## src/rtl/priority_encoder_8x3_if.sv

```systemverilog
// ---------------------------------------------------------------------------
// priority_encoder_8x3_if
// Purpose : bundles the request-word handshake and the code-output handshake
//           of priority_encoder_8x3 into one bus.
// Signals :
//   in_valid   request word d is present          (source -> encoder)
//   in_ready   encoder can take a word (IDLE)      (encoder -> source)
//   d[7:0]     request word, bit i = index i       (source -> encoder)
//   code_valid code holds a valid index            (encoder -> consumer)
//   code_ready consumer takes code this cycle      (consumer -> encoder)
//   code[2:0]  current priority index              (encoder -> consumer)
//   last       final code of the current word      (encoder -> consumer)
//   zero       one-cycle pulse: accepted word was 0 (encoder -> consumer)
// Modports:
//   master - the surrounding system (request source plus code consumer)
//   slave  - the encoder itself
// ---------------------------------------------------------------------------
interface priority_encoder_8x3_if;
  logic       in_valid;
  logic       in_ready;
  logic [7:0] d;
  logic       code_valid;
  logic       code_ready;
  logic [2:0] code;
  logic       last;
  logic       zero;

  modport master (
    output in_valid,
    output d,
    output code_ready,
    input  in_ready,
    input  code_valid,
    input  code,
    input  last,
    input  zero
  );

  modport slave (
    input  in_valid,
    input  d,
    input  code_ready,
    output in_ready,
    output code_valid,
    output code,
    output last,
    output zero
  );
endinterface

```

## src/rtl/priority_encoder_8x3.sv

```systemverilog
// ---------------------------------------------------------------------------
// priority_encoder_8x3
// Purpose : sequential 8-to-3 encoder. Takes an 8-bit request word and emits,
//           one per handshake, the 3-bit index of every set bit in priority
//           order. The final code of a word carries 'last'. An all-zero word
//           is not encoded; it produces a one-cycle 'zero' pulse instead.
// Params  :
//   LSB_FIRST  1: lowest set index first, 0: highest set index first
// Ports   :
//   clk        sole clock, rising edge
//   rst_n      asynchronous active-low reset
//   bus        priority_encoder_8x3_if.slave (see interface header)
//
// state   | meaning
// --------+------------------------------------------------------------
// ST_IDLE | in_ready=1, waiting for a request word; zero words handled here
// ST_EMIT | code_valid=1, draining set bits of r_pending one per handshake
// ---------------------------------------------------------------------------
module priority_encoder_8x3 #(
  parameter bit LSB_FIRST = 1'b1
) (
  input  logic                   clk,
  input  logic                   rst_n,
  priority_encoder_8x3_if.slave  bus
);

  typedef enum logic {
    ST_IDLE = 1'b0,
    ST_EMIT = 1'b1
  } state_t;

  state_t     r_state;
  state_t     w_state_nxt;

  logic [7:0] r_pending;
  logic [7:0] w_pending_nxt;
  logic       r_zero;
  logic       w_zero_nxt;

  logic [2:0] w_code;
  logic       w_last;
  logic [7:0] w_code_onehot;
  logic       w_accept;
  logic       w_emit_fire;

  // -------------------------------------------------------------------------
  // Priority selection over the pending bits. The loop runs from the
  // lowest-priority end towards the highest so the last match wins.
  // An empty word yields index 0, which is what reset must show on 'code'.
  // -------------------------------------------------------------------------
  always_comb begin
    w_code = 3'd0;
    if (LSB_FIRST) begin
      for (int i = 7; i >= 0; i--) begin
        if (r_pending[i]) w_code = 3'(i);
      end
    end else begin
      for (int i = 0; i < 8; i++) begin
        if (r_pending[i]) w_code = 3'(i);
      end
    end
  end

  // Exactly one bit left: clearing the lowest set bit leaves nothing.
  assign w_last        = (r_pending != 8'd0) &&
                         ((r_pending & (r_pending - 8'd1)) == 8'd0);
  assign w_code_onehot = 8'd1 << w_code;

  assign w_accept    = (r_state == ST_IDLE) && bus.in_valid;
  assign w_emit_fire = (r_state == ST_EMIT) && bus.code_ready;

  // -------------------------------------------------------------------------
  // State register
  // -------------------------------------------------------------------------
  always_ff @(posedge clk or negedge rst_n) begin
    if (!rst_n) begin
      r_state   <= ST_IDLE;
      r_pending <= 8'd0;
      r_zero    <= 1'b0;
    end else begin
      r_state   <= w_state_nxt;
      r_pending <= w_pending_nxt;
      r_zero    <= w_zero_nxt;
    end
  end

  // -------------------------------------------------------------------------
  // Next-state logic
  // -------------------------------------------------------------------------
  always_comb begin
    w_state_nxt   = r_state;
    w_pending_nxt = r_pending;
    w_zero_nxt    = 1'b0;
    unique case (r_state)
      ST_IDLE: begin
        if (w_accept) begin
          if (bus.d != 8'd0) begin
            w_pending_nxt = bus.d;
            w_state_nxt   = ST_EMIT;
          end else begin
            // Zero word: flagged only, pending stays empty, stay ready.
            w_zero_nxt = 1'b1;
          end
        end
      end
      ST_EMIT: begin
        if (w_emit_fire) begin
          w_pending_nxt = r_pending & ~w_code_onehot;
          if (w_last) w_state_nxt = ST_IDLE;
        end
      end
      default: begin
        w_state_nxt   = ST_IDLE;
        w_pending_nxt = 8'd0;
      end
    endcase
  end

  // -------------------------------------------------------------------------
  // Output logic. code/last are gated by EMIT so that reset and IDLE read as
  // zero rather than leaking whatever the priority logic produces.
  // -------------------------------------------------------------------------
  always_comb begin
    bus.in_ready   = 1'b0;
    bus.code_valid = 1'b0;
    bus.code       = 3'd0;
    bus.last       = 1'b0;
    bus.zero       = r_zero;
    unique case (r_state)
      ST_IDLE: begin
        bus.in_ready = 1'b1;
      end
      ST_EMIT: begin
        bus.code_valid = 1'b1;
        bus.code       = w_code;
        bus.last       = w_last;
      end
      default: begin
        bus.in_ready = 1'b0;
      end
    endcase
  end

endmodule

```

## src/flat_wrapper.sv

```systemverilog
// flat-port wrapper written by rule: the top's interface ports become plain ports
module priority_encoder_8x3_flat 
#(
  parameter bit LSB_FIRST = 1'b1
)
  (clk, rst_n, bus_in_valid, bus_d, bus_code_ready, bus_in_ready, bus_code_valid, bus_code, bus_last, bus_zero);
  priority_encoder_8x3_if bus_i ();
  input  logic clk;
  input  logic rst_n;
  input wire logic [$bits(bus_i.in_valid)-1:0] bus_in_valid;
  input wire logic [$bits(bus_i.d)-1:0] bus_d;
  input wire logic [$bits(bus_i.code_ready)-1:0] bus_code_ready;
  output wire logic [$bits(bus_i.in_ready)-1:0] bus_in_ready;
  output wire logic [$bits(bus_i.code_valid)-1:0] bus_code_valid;
  output wire logic [$bits(bus_i.code)-1:0] bus_code;
  output wire logic [$bits(bus_i.last)-1:0] bus_last;
  output wire logic [$bits(bus_i.zero)-1:0] bus_zero;
  assign bus_i.in_valid = bus_in_valid;
  assign bus_i.d = bus_d;
  assign bus_i.code_ready = bus_code_ready;
  assign bus_in_ready = bus_i.in_ready;
  assign bus_code_valid = bus_i.code_valid;
  assign bus_code = bus_i.code;
  assign bus_last = bus_i.last;
  assign bus_zero = bus_i.zero;
  priority_encoder_8x3 #(.LSB_FIRST(LSB_FIRST)) u_core (.clk(clk), .rst_n(rst_n), .bus(bus_i));
endmodule
```

## config.mk

```make
export PLATFORM = sky130hd
export DESIGN_NAME = priority_encoder_8x3_flat
export DESIGN_NICKNAME = d
export VERILOG_FILES = /design/src/rtl/priority_encoder_8x3_if.sv /design/src/rtl/priority_encoder_8x3.sv /design/src/flat_wrapper.sv
export SDC_FILE = /design/constraint.sdc
export NUM_CORES = 1
export LEC_CHECK = 0
export CAP_MARGIN = 0
export CORE_MARGIN = 10
export CORE_UTILIZATION = 49
export CTS_CLUSTER_SIZE = 16
export DETAILED_ROUTE_END_ITERATION = 10
export PLACE_DENSITY = 0.86
export SLEW_MARGIN = 20
export SYNTH_ARGS = -nofsm -noshare
export SYNTH_HDL_FRONTEND = slang
export SYNTH_SLANG_ARGS = --single-unit
```

## constraint.sdc

```tcl
create_clock -name clk -period 2.6 [get_ports clk]
set_clock_uncertainty 0.1 [all_clocks]
set_input_delay 0.52 -clock clk [delete_from_list [all_inputs] [get_ports clk]]
set_output_delay 0.52 -clock clk [all_outputs]
set_load 0.02 [all_outputs]
```

After elaboration in Yosys (flattened, before gate mapping)
Index checks and enable logic that the tools add are counted.
{ "op_classes": {"add_sub_neg": 1, "eq_ne": 3, "shifts": 1, "n_mux": 24, "n_bitwise": 4, "n_reduce_logical": 7} }
{ "op_table": {"columns": ["operator", "count"], "rows": [
  ["3-bit two-way mux", 9],
  ["8-bit two-way mux", 3],
  ["8-bit bitwise AND", 2],
  ["8-bit one-hot mux with 2 select lines", 1],
  ["8-bit nonzero test", 2],
  ["1-bit two-way mux", 10],
  ["8-bit logical NOT", 1],
  ["8-bit inverter", 1],
  ["1-bit by 3-bit << shifter with 8-bit output (first input constant)", 1],
  ["8-bit by 1-bit subtractor with 8-bit output (second input constant)", 1],
  ["2-bit inequality test (second input constant)", 2],
  ["1-bit logical AND", 3],
  ["3-bit AND reduction", 1],
  ["2-bit by 1-bit inequality test with 1-bit output (second input constant)", 1],
  ["1-bit one-hot mux with 2 select lines", 1],
  ["1-bit inverter", 1]
]} }
{ "totals": {"register_bits": 10, "in_bits": 12, "output_inout_bits": 7} }

Depth between registers and ports, before layout
{ "depth": {"depth_word": 13, "depth_mapped": 6, "mapped_depth_nobuf": 5} }

Worst setup path before layout
No wires, ideal clock.
{ "synth_timing": {"kind": "register to output", "from": "register u_core.r_pending[4]", "to": "output bus_last", "arrival_ps": 1579, "setup_slack_ps": 401, "path_stages_with_launch": 5, "path_cell_list": "dfrtp_1 > nor4_4 > xnor2_1 > o21a_1 > nor4_2"} }
{ "synth_between": {"elab_chain_len": 5} }
{ "synth_lines": {"columns": ["item", "line", "rtl"], "rows": [
  ["start, declared", "priority_encoder_8x3.sv:35", "logic [7:0] r_pending;"],
  ["start signal, assigned", "priority_encoder_8x3.sv:82", "r_pending <= w_pending_nxt;"],
  ["8-bit by 1-bit subtractor with 8-bit output", "priority_encoder_8x3.sv:66", "((r_pending & (r_pending - 8'd1)) == 8'd0);"],
  ["8-bit bitwise AND", "priority_encoder_8x3.sv:66", null],
  ["8-bit logical NOT", "priority_encoder_8x3.sv:66", null],
  ["1-bit logical AND (*)", "priority_encoder_8x3.sv:65", "assign w_last = (r_pending != 8'd0) &&"],
  ["1-bit two-way mux (*)", "priority_encoder_8x3.sv:129", "unique case (r_state)"],
  ["end, declared", "flat_wrapper.sv:16", "output wire logic [$bits(bus_i.last)-1:0] bus_last;"]
]} }
Mark *: on every way between the ends. The rest lies on a longest branch, timed or not.

Final worst setup path
{ "layout_timing": {"from": "register u_core.r_pending[1]", "to": "output bus_code[2]"} }
{ "layout_between": {"elab_chain_len": 3} }
{ "layout_lines": {"columns": ["item", "line", "rtl"], "rows": [
  ["3-bit two-way mux (2 in a row)", "priority_encoder_8x3.sv:55", "if (r_pending[i]) w_code = 3'(i);"],
  ["3-bit two-way mux", "priority_encoder_8x3.sv:129", null],
  ["end, declared", "flat_wrapper.sv:15", "output wire logic [$bits(bus_i.code)-1:0] bus_code;"]
]} }
Every way passes these cells.

==> reports/metrics.cfg <==
[outcome]
outcome=finished clean

[synth]
syn_inst=77
async_reset_ff_frac=1.00
ys_ff_latch=10
yosysSeqAreaShare=0.360
synth_xor_area_frac=0.0126
synth_cell_types=35
yosys.area_share.simple=0.267
syn_avg_cell_area_sq_um=9.02
synth.cell_area_sq_um=694
muxShareOfSynthArea=0
synthAdderAreaFrac=0.0144
yosysWarnings=0
synth_fp_nets=89
synth-compound-area-share=0.265
synth_top_family_by_area=simple AND/OR/NAND/NOR gates
synth_enable_flop_cells=0
synth_ff_type=dfrtp_1

[place]
dpl.hpwl_mm=1.62
gp_congestion=0.960
port_buffers=18
place_area_sq_um=953

[layout]
nNetsFinal=121
layout_common_cells=15 x buf_4, 14 x clkdlybuf4s50_1, 10 x dfrtp_1
fin_area_sq_um=1000
antenna_cells=0
drive_gt1_frac=0.269
syn_to_final_growth_pct=44.5
final_common_cell=buf_4
fillers=85
finalCoreUtilization=0.762

[sta]
whs_ps=464
finalCriticalPeriod_ps=2530
tightest_slew_ps=476
finalMaxSlewViolations=0
finalHoldViolCount=0
clock.fmax_ghz=0.395
slew_headroom=0.682
fin_crit_sh=0.973
setup_viol=0

[power]
power_frac_seq=0.215
power.switching_w=0.000574
irDropWorstVdd_v=0.000683
fin_total_pwr_w=0.00129
p_int_w=0.000717
pwr-share-comb=0.670
swShare=0.445
power.leakage_nw=0.450
powerDensity_nw_per_um2=1290
pwr-share-clk=0.115

[drt]
postRouteAntennaNets=0
drt-wirelength-per-cell_um=16.9
drt_iter0_markers=24
drc=0
dr.pass1.iters=4
via_count=730
drt-total-wl_mm=2.08
via_per_inst=5.93

[worst_setup_path]
cp_data_required_time_ps=1980
path_class=reg2out
worstPathMaxFanout=5
worstPathArrival_ps=1910
crit_path_end_kind=output pin
start_kind=flop

[clock_tree]
cts_tree=built
cts_made_buffers=3
root_buffer=clkbuf_4
postCtsHoldBufs=0
cts_sinks=10
path_clk_slew_ps=70
clk_path_buf_depth=2
h-tree-depth=1
clk_latency_ps=280

[worst_hold_path]
worstHoldPathType=in2async

[grt]
grt_pass1_vias=742
grt_pass1_wl_mm=3.44
met3_usage=0.0458
grt_start_max_net_pins=13
gr-usage-all-layers=0.129
overflow=0
grtUsageMet1=0.135
use_met2=0.219
antenna_found_initial=0
busiest_layer=met2

[floorplanning]
fp.dieW_um=57.6
ios=19
die_area_sq_um=3320
rows=13
start_util=0.527
core-area_sq_um=1320
dieHeight_um=57.6

[flow_run]
drv_cap=0

-- synthesized netlist by cell type (2+ instances only) --
cell type,instances,area (sq um)
nand2b_1,2,12.5
buf_2,2,10.0
dfrtp_1,10,250
nand2_1,6,22.5
a22o_1,4,35.0
nor3_1,4,20.0
buf_6,2,22.5
o211ai_1,2,15.0
a21o_1,2,15.0
nor2_1,7,26.3
o21ai_0,5,25.0
a22oi_1,2,15.0
nor4_1,3,18.8
a31oi_1,3,18.8
inv_1,3,11.3
-- worst paths after layout --
| path | startpoint | end | slack [ps] | cells after the start |
|---|---|---|---|---|
| hold / removal | rst_n | u_core.r_state$_DFF_PN0_ | 460 | 1 |
| max in group asynchronous | rst_n | u_core.r_pending[3]$_DFFE_PN0P_ | 1610 | 1 |
| setup reg to reg | u_core.r_pending[1]$_DFFE_PN0P_ | u_core.r_pending[3]$_DFFE_PN0P_ | 720 | 7 |
| setup / recovery | u_core.r_pending[1]$_DFFE_PN0P_ | bus_code[2] | 70 | 5 |
| hold reg to reg | u_core.r_pending[1]$_DFFE_PN0P_ | u_core.r_pending[1]$_DFFE_PN0P_ | 560 | 2 |
| min in group clk | u_core.r_pending[1]$_DFFE_PN0P_ | u_core.r_pending[1]$_DFFE_PN0P_ | 560 | 2 |
-- metal layers --
metal | up-vias | wire (um)
li1 | 350 | -
met1 | 342 | 839
met2 | 30 | 1040
met3 | 8 | 149
met4 | 0 | 47
met5 | - | 0
-- repair_timing --
| item | 4_1_cts | 5_1_grt |
|---|---|---|
| resized for setup | 7 | 3 |
| setup endpoints to repair | 3 | 3 |
| buffers inserted | 0 | 1 |
| pin swaps | 0 | 0 |
-- registers in the layout, indices dropped and copies added (netlist names) --
signal            flops
u_core.bus.zero       1
u_core.r_pending      8
u_core.r_state        1
-- per-stage QoR --
step                setup TNS (ps)  setup WS [ps]  std cells
finish                           0           69.3        123
floorplan                        0            401         77
global placement                 0           43.3        118
CTS                              0           17.9        122
detailed placement           -37.8          -37.8        118
global route                 -12.4          -12.4        123
-- power by group through the flow --
stage / Sequential [W] / Clock, W / Combinational [W]
2_1_floorplan: 0.000278 / 0 / 0.000509
4_1_cts: 0.000277 / 0.000148 / 0.000840
6_report: 0.000277 / 0.000148 / 0.000865
3_5_place_dp: 0.000280 / 0 / 0.000841
5_1_grt: 0.000287 / 0.000158 / 0.000927
3_3_place_gp: 0.000272 / 0 / 0.000823
-- final cells by class --
type                    count  area [sq um]  share of cell area
flip-flops and latches     10           250               0.249
well taps                  15          18.8              0.0187
inverters                   3          11.3              0.0112
repair buffers             33           288               0.287
clock buffers               4          36.3              0.0362
multi-input cells          58           399               0.398
-- critical path: stages, from the launching register on --
cell and delay [ps]:
dfrtp_1 390, buf_4 160, nor4_1 360, nor2b_2 250, and2_1 140, dlygate4sd2_1 330
-- logic make-up (layout without fill, tap and decap cells) --
group | after synthesis | in the layout
AO/OA/AOI/OAI | 25 | 25
adder cells (fa/ha/maj) | 1 | 1
flip-flops | 10 | 10
XOR/XNOR | 1 | 1
AND/OR/NAND/NOR | 31 | 31
buffers and inverters | 9 | 40
Note: power is estimated with default switching activity, not from simulation.
